`src/rtl/pio_pkg.sv`:
```
// ============================================================================
// Package : pio_pkg
// Brief   : Shared constants and helpers for the fifo_pair block: join-mode
//           encodings, sticky status bit positions and a capacity function.
// Rev     : 1.0 - initial release
// ============================================================================
`default_nettype none

package pio_pkg;

    // Join-mode encodings carried on the join_mode input
    localparam logic [1:0] JOIN_NONE = 2'b00;
    localparam logic [1:0] JOIN_TX   = 2'b01;
    localparam logic [1:0] JOIN_RX   = 2'b10;

    // Bit positions inside the sticky status vector
    localparam int STAT_TX_OVER  = 0;
    localparam int STAT_TX_UNDER = 1;
    localparam int STAT_RX_OVER  = 2;
    localparam int STAT_RX_UNDER = 3;

    // Encoding 11 behaves exactly like "no join"
    function automatic logic [1:0] norm_join(input logic [1:0] mode);
        return (mode == 2'b11) ? JOIN_NONE : mode;
    endfunction

    // Words available to one direction for a given (normalised) join mode
    function automatic int unsigned fifo_capacity(input logic [1:0]  mode,
                                                  input logic        is_rx,
                                                  input int unsigned depth);
        int unsigned cap;
        cap = depth;
        if (mode == JOIN_TX) begin
            cap = is_rx ? 0 : 2 * depth;
        end else if (mode == JOIN_RX) begin
            cap = is_rx ? 2 * depth : 0;
        end
        return cap;
    endfunction

endpackage : pio_pkg

`default_nettype wire

```
`src/rtl/sync_fifo.sv`:
```
// ============================================================================
// Module : sync_fifo
// Brief  : Control half of a first-word-fall-through FIFO with a runtime
//          capacity (0..MAX_DEPTH). Storage lives outside; this block drives
//          relative write/read addresses and masks the head word when empty.
// Rev    : 1.0 - initial release
// ============================================================================
`default_nettype none

module sync_fifo #(
    parameter  int WIDTH     = 32,
    parameter  int MAX_DEPTH = 8,
    localparam int PW        = $clog2(MAX_DEPTH),
    localparam int LW        = $clog2(MAX_DEPTH) + 1
) (
    input  logic             clk,
    input  logic             reset,
    input  logic             flush,
    input  logic [LW-1:0]    capacity,
    input  logic             write,
    input  logic [WIDTH-1:0] wdata,
    input  logic             pop,
    output logic [WIDTH-1:0] dout,
    output logic             empty,
    output logic             full,
    output logic [LW-1:0]    level,
    output logic             over,
    output logic             under,
    output logic             mem_we,
    output logic [PW-1:0]    mem_waddr,
    output logic [WIDTH-1:0] mem_wdata,
    output logic [PW-1:0]    mem_raddr,
    input  logic [WIDTH-1:0] mem_rdata
);

    logic [PW-1:0] r_wptr;
    logic [PW-1:0] r_rptr;
    logic [LW-1:0] r_level;

    logic          w_pop_ok;
    logic          w_wr_ok;
    logic          w_active;
    logic [PW-1:0] w_wptr_nxt;
    logic [PW-1:0] w_rptr_nxt;

    // Flags come straight from the registered level
    assign empty = (r_level == '0);
    assign full  = (r_level == capacity);
    assign level = r_level;

    // A flush cycle ignores traffic entirely, including error reporting
    assign w_active = !reset && !flush;
    assign w_pop_ok = w_active && pop && !empty;
    // A full FIFO still accepts a write when the head leaves in the same cycle
    assign w_wr_ok  = w_active && write && (!full || w_pop_ok);
    assign over     = w_active && write && !w_wr_ok;
    assign under    = w_active && pop && empty;

    // Pointer advance wraps at the current capacity, not the physical size
    always_comb begin
        w_wptr_nxt = r_wptr + PW'(1);
        w_rptr_nxt = r_rptr + PW'(1);
        if (({1'b0, r_wptr} + LW'(1)) == capacity) begin
            w_wptr_nxt = '0;
        end
        if (({1'b0, r_rptr} + LW'(1)) == capacity) begin
            w_rptr_nxt = '0;
        end
    end

    // Pointer and occupancy state
    always_ff @(posedge clk) begin
        if (reset || flush) begin
            r_wptr  <= '0;
            r_rptr  <= '0;
            r_level <= '0;
        end else begin
            if (w_wr_ok) begin
                r_wptr <= w_wptr_nxt;
            end
            if (w_pop_ok) begin
                r_rptr <= w_rptr_nxt;
            end
            case ({w_wr_ok, w_pop_ok})
                2'b10:   r_level <= r_level + LW'(1);
                2'b01:   r_level <= r_level - LW'(1);
                default: r_level <= r_level;
            endcase
        end
    end

    assign mem_we    = w_wr_ok;
    assign mem_waddr = r_wptr;
    assign mem_wdata = wdata;
    assign mem_raddr = r_rptr;
    assign dout      = empty ? '0 : mem_rdata;

endmodule : sync_fifo

`default_nettype wire

```
`src/rtl/fifo_pair.sv`:
```
// ============================================================================
// Module : fifo_pair
// Brief  : Host<->machine FIFO pair (TX toward the machine, RX back to the
//          host) over one 2*DEPTH-word storage array, with sticky over/under
//          status flags and write-one-to-clear.
// Config : FIFO_PAIR_JOIN_EN - when defined, join_mode can give all storage
//          to TX (01) or RX (10); a mode change flushes both FIFOs. When
//          undefined, join_mode is ignored and each side holds DEPTH words.
// Note   : the join select port is called join_mode because "join" is a
//          reserved word in SystemVerilog.
// Rev    : 1.0 - initial release
// ============================================================================
`default_nettype none

module fifo_pair
    import pio_pkg::*;
#(
    parameter int WIDTH = 32,
    parameter int DEPTH = 4
) (
    input  logic                       clk,
    input  logic                       reset,
    input  logic [1:0]                 join_mode,
    input  logic                       tx_write,
    input  logic [WIDTH-1:0]           tx_wdata,
    input  logic                       tx_pull,
    output logic [WIDTH-1:0]           tx_dout,
    output logic                       tx_empty,
    output logic                       tx_full,
    input  logic                       rx_push,
    input  logic [WIDTH-1:0]           rx_din,
    input  logic                       rx_read,
    output logic [WIDTH-1:0]           rx_rdata,
    output logic                       rx_empty,
    output logic                       rx_full,
    output logic [$clog2(2*DEPTH):0]   tx_level,
    output logic [$clog2(2*DEPTH):0]   rx_level,
    output logic [3:0]                 status,
    input  logic [3:0]                 status_clr
);

    localparam int MAX_DEPTH = 2 * DEPTH;
    localparam int PW        = $clog2(MAX_DEPTH);
    localparam int LW        = $clog2(MAX_DEPTH) + 1;

    logic [1:0]       w_mode;
    logic             w_flush;
    logic [LW-1:0]    w_tx_cap;
    logic [LW-1:0]    w_rx_cap;
    logic [PW-1:0]    w_rx_base;

    logic [WIDTH-1:0] r_mem [MAX_DEPTH];

    logic             w_tx_we;
    logic [PW-1:0]    w_tx_waddr;
    logic [WIDTH-1:0] w_tx_wdata;
    logic [PW-1:0]    w_tx_raddr;
    logic [WIDTH-1:0] w_tx_rdata;
    logic             w_tx_over;
    logic             w_tx_under;

    logic             w_rx_we;
    logic [PW-1:0]    w_rx_waddr;
    logic [WIDTH-1:0] w_rx_wdata;
    logic [PW-1:0]    w_rx_raddr;
    logic [WIDTH-1:0] w_rx_rdata;
    logic             w_rx_over;
    logic             w_rx_under;

    logic [3:0]       r_status;
    logic [3:0]       w_status_set;

`ifdef FIFO_PAIR_JOIN_EN
    logic [1:0] w_join_eff;
    logic [1:0] r_join;

    assign w_join_eff = norm_join(join_mode);

    // Remember the mode in force; reset simply adopts the current select
    always_ff @(posedge clk) begin
        r_join <= w_join_eff;
    end

    // Capacities follow the registered mode so full/empty stay state-derived
    assign w_mode  = r_join;
    assign w_flush = !reset && (w_join_eff != r_join);
`else
    logic w_unused_join;

    assign w_unused_join = ^join_mode;
    assign w_mode        = JOIN_NONE;
    assign w_flush       = 1'b0;
`endif

    assign w_tx_cap  = LW'(fifo_capacity(w_mode, 1'b0, DEPTH));
    assign w_rx_cap  = LW'(fifo_capacity(w_mode, 1'b1, DEPTH));
    // TX always starts at word 0; RX sits above TX unless it owns everything
    assign w_rx_base = (w_mode == JOIN_RX) ? '0 : PW'(DEPTH);

    sync_fifo #(
        .WIDTH     (WIDTH),
        .MAX_DEPTH (MAX_DEPTH)
    ) u_tx_fifo (
        .clk       (clk),
        .reset     (reset),
        .flush     (w_flush),
        .capacity  (w_tx_cap),
        .write     (tx_write),
        .wdata     (tx_wdata),
        .pop       (tx_pull),
        .dout      (tx_dout),
        .empty     (tx_empty),
        .full      (tx_full),
        .level     (tx_level),
        .over      (w_tx_over),
        .under     (w_tx_under),
        .mem_we    (w_tx_we),
        .mem_waddr (w_tx_waddr),
        .mem_wdata (w_tx_wdata),
        .mem_raddr (w_tx_raddr),
        .mem_rdata (w_tx_rdata)
    );

    sync_fifo #(
        .WIDTH     (WIDTH),
        .MAX_DEPTH (MAX_DEPTH)
    ) u_rx_fifo (
        .clk       (clk),
        .reset     (reset),
        .flush     (w_flush),
        .capacity  (w_rx_cap),
        .write     (rx_push),
        .wdata     (rx_din),
        .pop       (rx_read),
        .dout      (rx_rdata),
        .empty     (rx_empty),
        .full      (rx_full),
        .level     (rx_level),
        .over      (w_rx_over),
        .under     (w_rx_under),
        .mem_we    (w_rx_we),
        .mem_waddr (w_rx_waddr),
        .mem_wdata (w_rx_wdata),
        .mem_raddr (w_rx_raddr),
        .mem_rdata (w_rx_rdata)
    );

    // Shared storage; the two regions never overlap so both ports can write
    always_ff @(posedge clk) begin
        if (w_tx_we) begin
            r_mem[w_tx_waddr] <= w_tx_wdata;
        end
        if (w_rx_we) begin
            r_mem[w_rx_base + w_rx_waddr] <= w_rx_wdata;
        end
    end

    assign w_tx_rdata = r_mem[w_tx_raddr];
    assign w_rx_rdata = r_mem[w_rx_base + w_rx_raddr];

    always_comb begin
        w_status_set                = '0;
        w_status_set[STAT_TX_OVER]  = w_tx_over;
        w_status_set[STAT_TX_UNDER] = w_tx_under;
        w_status_set[STAT_RX_OVER]  = w_rx_over;
        w_status_set[STAT_RX_UNDER] = w_rx_under;
    end

    // Sticky error flags: clear by mask, but a new event in the same cycle wins
    always_ff @(posedge clk) begin
        if (reset) begin
            r_status <= '0;
        end else begin
            r_status <= (r_status & ~status_clr) | w_status_set;
        end
    end

    assign status = r_status;

endmodule : fifo_pair

`default_nettype wire

```
`config.mk`:
```
export PLATFORM = sky130hd
export DESIGN_NAME = fifo_pair
export DESIGN_NICKNAME = d
export VERILOG_FILES = /design/src/rtl/pio_pkg.sv /design/src/rtl/sync_fifo.sv /design/src/rtl/fifo_pair.sv
export SDC_FILE = /design/constraint.sdc
export NUM_CORES = 1
export LEC_CHECK = 0
export ABC_CLOCK_PERIOD_IN_PS = 4300
export CORE_MARGIN = 1.5
export CORE_UTILIZATION = 54
export CTS_BUF_LIST = sky130_fd_sc_hd__clkbuf_4
export CTS_CLUSTER_SIZE = 20
export DETAILED_ROUTE_END_ITERATION = 8
export GPL_TIMING_DRIVEN = 0
export PLACE_DENSITY = 0.76
export SLEW_MARGIN = 20
export SYNTH_ARGS = -nofsm -noshare
export SYNTH_HDL_FRONTEND = slang
export SYNTH_SLANG_ARGS = --single-unit
export TNS_END_PERCENT = 1
```
`constraint.sdc`:
```
create_clock -name clk -period 4.3 [get_ports clk]
set_clock_uncertainty 0.2 [all_clocks]
set_input_delay 0.43 -clock clk [delete_from_list [all_inputs] [get_ports clk]]
set_output_delay 0.43 -clock clk [all_outputs]
set_load 0.05 [all_outputs]
```
==> results of run 1 <==
## cell families (layout without fill, tap and decap cells)
logic type / count (synthesis) / count (layout)
flip-flops: 283 / 283
AO/OA/AOI/OAI: 70 / 70
AND/OR/NAND/NOR: 168 / 168
adder cells (fa/ha/maj): 10 / 10
XOR/XNOR: 6 / 6
multiplexers: 421 / 421
buffers and inverters: 85 / 388
other: 0 / 4
## where the power goes
part           switching, mW  internal (mW)
registers             0.0529           3.12
clock network           1.16           1.45
logic                   1.14          0.764
total                   2.35           5.33
## state kept, by name, indices dropped and copies added (netlist names), named ones only
register             count
u_rx_fifo.mem_raddr      3
u_tx_fifo.mem_waddr      3
u_tx_fifo.level          4
u_rx_fifo.level          4
r_mem                  256
u_tx_fifo.mem_raddr      3
status                   4
u_rx_fifo.mem_waddr      3
## worst max-delay path by stage
stage                                        start                      to  slack, ns  cells after the start
2_1_floorplan      u_tx_fifo.level[1]$_SDFFE_PP0P_   r_mem[6][0]$_DFFE_PP_      -0.05                      5
3_3_place_gp                                 reset  r_mem[3][19]$_DFFE_PP_      -2.78                      5
3_5_place_dp   u_rx_fifo.mem_raddr[1]$_SDFFE_PP0P_            rx_rdata[20]       0.54                      6
4_1_cts                                  flip-flop             tx_dout[20]      -0.02                      6
5_1_grt                                  flip-flop             tx_dout[20]      -0.03                      6
6_report                                 flip-flop             tx_dout[31]       0.02                      6
## cells in the mapped netlist (7+ instances only)
cell / number / area, µm²
nand2_1: 78 / 292.8
nor2_1: 48 / 180.2
ha_1: 10 / 125.1
mux2i_1: 35 / 350.3
nor2b_1: 8 / 50.05
mux4_2: 128 / 2883
mux2_2: 217 / 2444
nand2b_1: 7 / 43.79
o21ai_0: 13 / 65.06
a21oi_1: 43 / 215.2
edfxtp_1: 256 / 7687
buf_6: 7 / 78.83
buf_4: 8 / 60.06
clkbuf_1: 31 / 116.4
mux2_4: 39 / 585.6
dfxtp_1: 27 / 540.5
buf_2: 28 / 140.1
## metal layers
metal | share of wire (%) | track usage (%) | vias up | wire, µm
met4 | 3.6 | 12.54 | 0 | 1588
li1 | - | - | 4722 | -
met2 | 50 | 49.12 | 538 | 22030
met5 | 0 | 0 | - | 0
met1 | 39 | 37.16 | 5492 | 17130
met3 | 8.1 | 5.348 | 127 | 3583
## through the flow
stage               hold slack [ns]  power (mW)  worst slack (ns)  util (%)
finish                       0.1551       7.670           0.02214     66.80
floorplan                    0.2313       4.434          -0.05422         -
global route                 0.1482       7.939          -0.02714     66.79
global placement             0.2528       5.061            -2.782     61.76
CTS                          0.1104       7.706          -0.01758     66.75
detailed placement           0.2584       5.120            0.5410     63.15
## cells in the final DEF (no fill, tap or decap), drive strengths merged, types with 2 or more instances in the layout
cell type and n:
mux2i 35, mux2 258, diode 4, or3 2, nand2b 7, nand4 2, mux4 128, buf 60
nand3 6, clkinv 14, clkdlybuf4s50 152, bufinv 3, o21ai 13, nor2 48, nor2b 8, nor4 3
xor2 6, ha 10, a21oi 43, clkbuf 151, a211oi 2, nor4b 2, dfxtp 27, nand2 79
edfxtp 256, inv 6, nor3b 3, o21bai 4
## final cells by class
class | instances | area, µm² | area share (%)
Buffer | 78 | 421.7 | 2.124
Multi-Input combinational cell | 675 | 7776 | 39.17
Inverter | 7 | 26.28 | 0.1324
Tap cell | 390 | 488.0 | 2.458
Clock buffer | 120 | 900.9 | 4.538
Clock inverter | 17 | 151.4 | 0.7626
Sequential cell | 283 | 8228 | 41.45
Antenna cell | 4 | 10.01 | 0.05042
Timing Repair Buffer | 166 | 1849 | 9.316
## worst max-delay path: stages (launching register included)
cell	delay, ns
dfxtp_1	0.31
clkbuf_1	0.50
clkbuf_1	0.64
mux4_2	0.34
mux2i_1	0.07
nor2_1	0.26
clkdlybuf4s50_1	0.86
## repair_timing
action,in CTS,in global routing
pin swaps,0,0
gates resized for setup,7,7
endpoints found under the setup margin,33,6
==> results.txt, run 1 <==
Final HPWL DP = 29160 µm
# fillers = 2163
vias per cell = 6.252
Worst IR Drop VDD = 0.1874 mV
drt pass-1 iters = 5
mapped cell area = 16330 µm²
Post-synth EDFFs = 256
core area = 29720 µm²
largest net degree at the start of global routing = 20
initial antenna violation count = 4
asr flop ratio synth = 0%
Max Cap Violations = 0
Netlist cell types = 50
crit-path max FO = 10
placed cells = 1599
Area Overhead vs Synth = 21.54%
Final setup viols = 0
clock slew at reported path FFs = 0.07 ns
R2R setup slack = 1.09 ns
Syn Nets = 1129
Hold Path Sink = status[0]$_SDFF_PP0_
layout cell share with drive strength beyond 1 = 44.06%
Die Ht = 176.9 µm
Synth Warn # = 0
first-pass GRT wire length = 66640 µm
kind of critical path = flip-flop to output pin
Worst Setup End Kind = output pin
DRC violations left = 0
CP Launch Type = flip-flop
placed cell areas = 18770 µm²
hold-critical path depth = 4
#FFs+latches synth = 283
Total GRT Usage = 29.17%
Final nets = 1373
clk_lat worst skew = 0.68 ns
Pwr Density = 386.4 nW/µm²
Pins Over Slew Limit = 0
main flop type after synthesis = edfxtp_1
crit path DAT = 3.65 ns
vias = 10.88k
H-tree Lvls = 3
IO Count = 156
fin area = 19850 µm²
GP Congestion = 0.8238
hold buffer count at cts = 0
CP Data Required Time = 3.67 ns
antenna viol nets, final = 0
IO Port Bufs = 153
vias in the first global route = 11.39k
R2R Path End = u_rx_fifo.level[2]$_SDFFE_PP0P_
min-delay src = status_clr[0]
reg2reg start = u_rx_fifo.level[1]$_SDFFE_PP0P_
sequential area share after synthesis = 50.38%
total gr overflow = 0
status = completed
simple logic cell fraction of the synthesized area = 4.979%
Tmin final = 4.278 ns
XOR/XNOR Fraction of Synth Area = 0.3217%
CTS tree = yes
Post-Synth Adder-Cell Area = 0.7660%
main combinational cell family by area after synthesis = multiplexers
final setup TNS = 0 ns
RSZ-0062 raised after global routing = true
Final period util = 99.49%
worst r2r path cells = 10
CTS Sinks = 283
post-synthesis compound-gate area fraction = 2.405%
Slew HR = 29.34%
worst hold-check path type = input pin to flip-flop
Fin. Hold Viols = 0
Die ar. = 31300 µm²
DIE WIDTH = 176.9 µm
Root Driver = clkbuf_4
CTS buffer count = 76
worst-case clock buffer depth = 3
Starting Density = 54.96%
multiplexer area fraction after synthesis = 38.48%
Slew @ Worst Pin = 1.060 ns
FMAX = 233.8 MHz
final WL = 44330 µm
Synth Area per Inst = 15.66 µm²
Post-Synthesis Cells = 1043
Lkg Pwr = 6.642 nW
Detailed Route Iter0 Violations = 888
postcts setup bufs = 0
routed len/inst = 25.48 µm
Placement Rows = 63
Layout Cells excl Fill = 1740
No activity file was read; power rests on OpenSTA's default activity.
==> run 2, diff against run 1 <==
- ABC_AREA: unset -> 1
==> run 2 against run 1 <==
Against the previous run: the run now ends with setup timing left; maximum frequency is 1.4% lower; worst hold slack worse by 0.076 ns; power is 22% higher; count of clock-buffer cells in the layout is 2 higher; flip-flop and latch count stayed put; die area is 4.8% higher; largest cell class unchanged.
==> results.txt, run 2 <==
asr flop ratio synth = 0% (unchanged)
Reg with most FFs = r_mem
vias = 17.69k (+63%)
status = finished with violations
CTS Sinks = 283 (unchanged)
layout cell share with drive strength beyond 1 = 13.89% (-30 points)
Die Ht = 181.1 µm (+2.4%)
antenna viol nets, final = 0 (unchanged)
vias in the first global route = 17.36k (+52%)
Pwr Density = 456.5 nW/µm² (+18%)
Setup WS post-layout = -0.03886 ns (-0.06100 ns)
Final period util = 100.9% (+1.4 points)
Root Driver = clkbuf_4
IO Port Bufs = 120 (-22%)
Post-synth EDFFs = 256 (unchanged)
top-count cell post-synth = nand2_1
Placement Rows = 65 (+3.2%)
clk_lat worst skew = 0.74 ns (+0.06 ns)
Final nets = 2443 (+78%)
Synth Warn # = 0 (unchanged)
Netlist cell types = 27 (-46%)
Worst IR Drop VDD = 0.3841 mV (+100%)
#FFs+latches synth = 283 (unchanged)
Critical Path, Cell by Cell = inv_1 > nand3_1 > clkbuf_1 > nand2_1 > nor2_1 > clkdlybuf4s50_1
CP Launch Type = flip-flop
CTS tree = yes
IO Count = 156 (unchanged)
Crit-path slowest cell = clkdlybuf4s50_1
Final HPWL DP = 42540 µm (+46%)
Area contributors post-synth = edfxtp_1 (45%), o21ai_0 (9.7%), nand2_1 (8.0%)
Synth area leader = edfxtp_1
Pins Over Slew Limit = 0 (unchanged)
Slew HR = 39.23% (+9.9 points)
initial antenna violation count = 1 (-3)
routed len/inst = 22.73 µm (-11%)
total gr overflow = 0 (unchanged)
Fin. Hold Viols = 0 (unchanged)
Synth Area per Inst = 8.110 µm² (-48%)
kind of critical path = flip-flop to output pin
area of the multi-input gates = 7281 µm² (-6.4%)
DIE WIDTH = 181.1 µm (+2.4%)
Max Cap Violations = 0 (unchanged)
max reg flops = 256 (unchanged)
placed cell areas = 19160 µm² (+2.1%)
worst hold-check path type = input pin to flip-flop
commonest non-fill, non-tap cells in the layout = nand2_1 (363), o21ai_0 (326), nor2_1 (281)
max incr delay on CP = 0.85 ns (about the same)
Lkg Pwr = 8.233 nW (+24%)
Yosys top cell area share = 44.88% (-2.2 points)
core area = 31390 µm² (+5.6%)
largest net degree at the start of global routing = 19 (-5.0%)
worst-case clock buffer depth = 3 (unchanged)
Post-Synthesis Cells = 2112 (+100%)
crit path DAT = 3.71 ns (+0.06 ns)
main flop type after synthesis = edfxtp_1
DRC violations left = 0 (unchanged)
first-pass GRT wire length = 96440 µm (+45%)
clock slew at reported path FFs = 0.07 ns (about the same)
Worst path top cell family by delay = buffers and inverters
Die ar. = 32800 µm² (+4.8%)
FMAX = 230.5 MHz (-1.4%)
Post-synth top cells = nand2_1 (363), o21ai_0 (332), nor2_1 (281)
mapped cell area = 17130 µm² (+4.9%)
fin area = 20530 µm² (+3.4%)
# fillers = 2559 (+18%)
Final setup viols = 1 (+1)
Slew @ Worst Pin = 0.9115 ns (-0.1484 ns)
Tmin final = 4.339 ns (+0.06100 ns)
worst path bufs/invs = 3 (unchanged)
GP Congestion = 0.9709 (+18%)
sequential area share after synthesis = 48.04% (-2.3 points)
total design power = 9.371 mW (+22%)
failing checks = setup timing
crit-path max FO = 10 (unchanged)
Reg area = 8228 µm² (unchanged)
H-tree Lvls = 3 (unchanged)
Area Overhead vs Synth = 19.85%
Total GRT Usage = 38.73% (+9.6 points)
commonest non-fill, non-tap cell in the layout = nand2_1
vias per cell = 6.267 (+0.24%)
CTS buffer count = 81 (+6.6%)
drt pass-1 iters = 6 (+1)
Detailed Route Iter0 Violations = 2778 (+210%)
Worst Setup End Kind = output pin
Syn Nets = 2198 (+95%)
CP Data Required Time = 3.67 ns (about the same)
final WL = 64160 µm (+45%)
postcts setup bufs = 0 (unchanged)
RSZ-0062 raised after global routing = false
Starting Density = 54.56% (-0.40 points)
-- run 2: changes by cell type after synthesis, sizes merged, moves of 67 or more --
cell / previous run / this run
inv: 5 / 136
o21ai: 13 / 596
o211ai: 0 / 67
nand2: 79 / 374
buf: 47 / 127
mux4: 128 / 0
mux2: 258 / 0
a21oi: 43 / 141
nor2: 48 / 281
-- run 2: where the power goes --
group / switching, mW / leakage (nW) / internal, mW
clock: 1.24 / 0.625 / 1.35
combinational: 2.54 / 5.06 / 1.04
sequential: 0.0721 / 2.55 / 3.13
total: 3.85 / 8.23 / 5.52
-- run 2: layout make-up --
class                   instances  share of cell area, %
diodes                          1                0.01219
plain buffers                 195                  5.827
clock buffers                 122                  4.462
clock inverters                23                 0.5669
inverters                     136                  2.523
multi-input cells            1498                  35.47
flip-flops and latches        283                  40.08
well taps                     402                  2.450
repair buffers                162                  8.607
-- run 2: cells by family after synthesis --
family / after synthesis / share of synthesized area (%)
XOR/XNOR: 5 / 0.2557
AND/OR/NAND/NOR: 676 / 15.21
adder cells (fa/ha/maj): 10 / 0.7305
AO/OA/AOI/OAI: 807 / 25.79
buffers and inverters: 331 / 9.979
flip-flops: 283 / 48.04
-- run 2: final timing paths --
path,startpoint,slack (ns),cells past startpoint,end
min,status_clr[0],0.08,2,status[0]$_SDFF_PP0_
max reg2reg,u_rx_fifo.level[0]$_SDFFE_PP0P_,1.20,13,u_rx_fifo.level[2]$_SDFFE_PP0P_
min reg2reg,status[1]$_SDFF_PP0_,0.28,2,status[1]$_SDFF_PP0_
max,u_rx_fifo.level[2]$_SDFFE_PP0P_,-0.04,6,rx_rdata[21]
-- run 2: through the flow --
| stage | utilization, % | TNS [ns] | setup WS, ns | hold slack, ns | cells |
|---|---|---|---|---|---|
| floorplan | - | -32.08 | -0.2005 | 0.2585 | 2112 |
| global placement | 59.99 | -402.42 | -2.359 | 0.2576 | 2634 |
| detailed placement | 61.02 | 0 | 0.7857 | 0.2698 | 2643 |
| CTS | 65.37 | 0 | 0.09413 | 0.04972 | 2821 |
| global route | 65.39 | 0 | 0.02214 | 0.05128 | 2822 |
| finish | 65.39 | -0.03886 | -0.03886 | 0.07944 | 2822 |
-- run 2: worst reg2reg max path, cell delays in order (launching register included) --
cell,delay [ns]
dfxtp_1,0.37
nor2_1,0.19
nand3_1,0.50
nand2_1,0.43
inv_1,0.22
ha_1,0.30
nand2_1,0.08
inv_1,0.04
nor2_1,0.13
ha_1,0.17
a21oi_1,0.05
xnor2_1,0.15
o21ai_0,0.15
inv_1,0.05
-- run 2: routing by layer --
layer,global-route usage (%),up-vias,share of wire (%)
met5,0,-,0.044
met4,22.60,2,5.7
met3,10.60,350,14
met2,60.88,1539,45
met1,48.02,8008,35
li1,-,7787,-
-- run 2: timing repair --
| item | in CTS | in global routing |
|---|---|---|
| cloned | 0 | 0 |
| setup endpoints to repair | 1 | 4 |
| hold buffers | 33 | 0 |
| hold endpoints to repair | 268 | 0 |
| resized for setup | 1 | 6 |
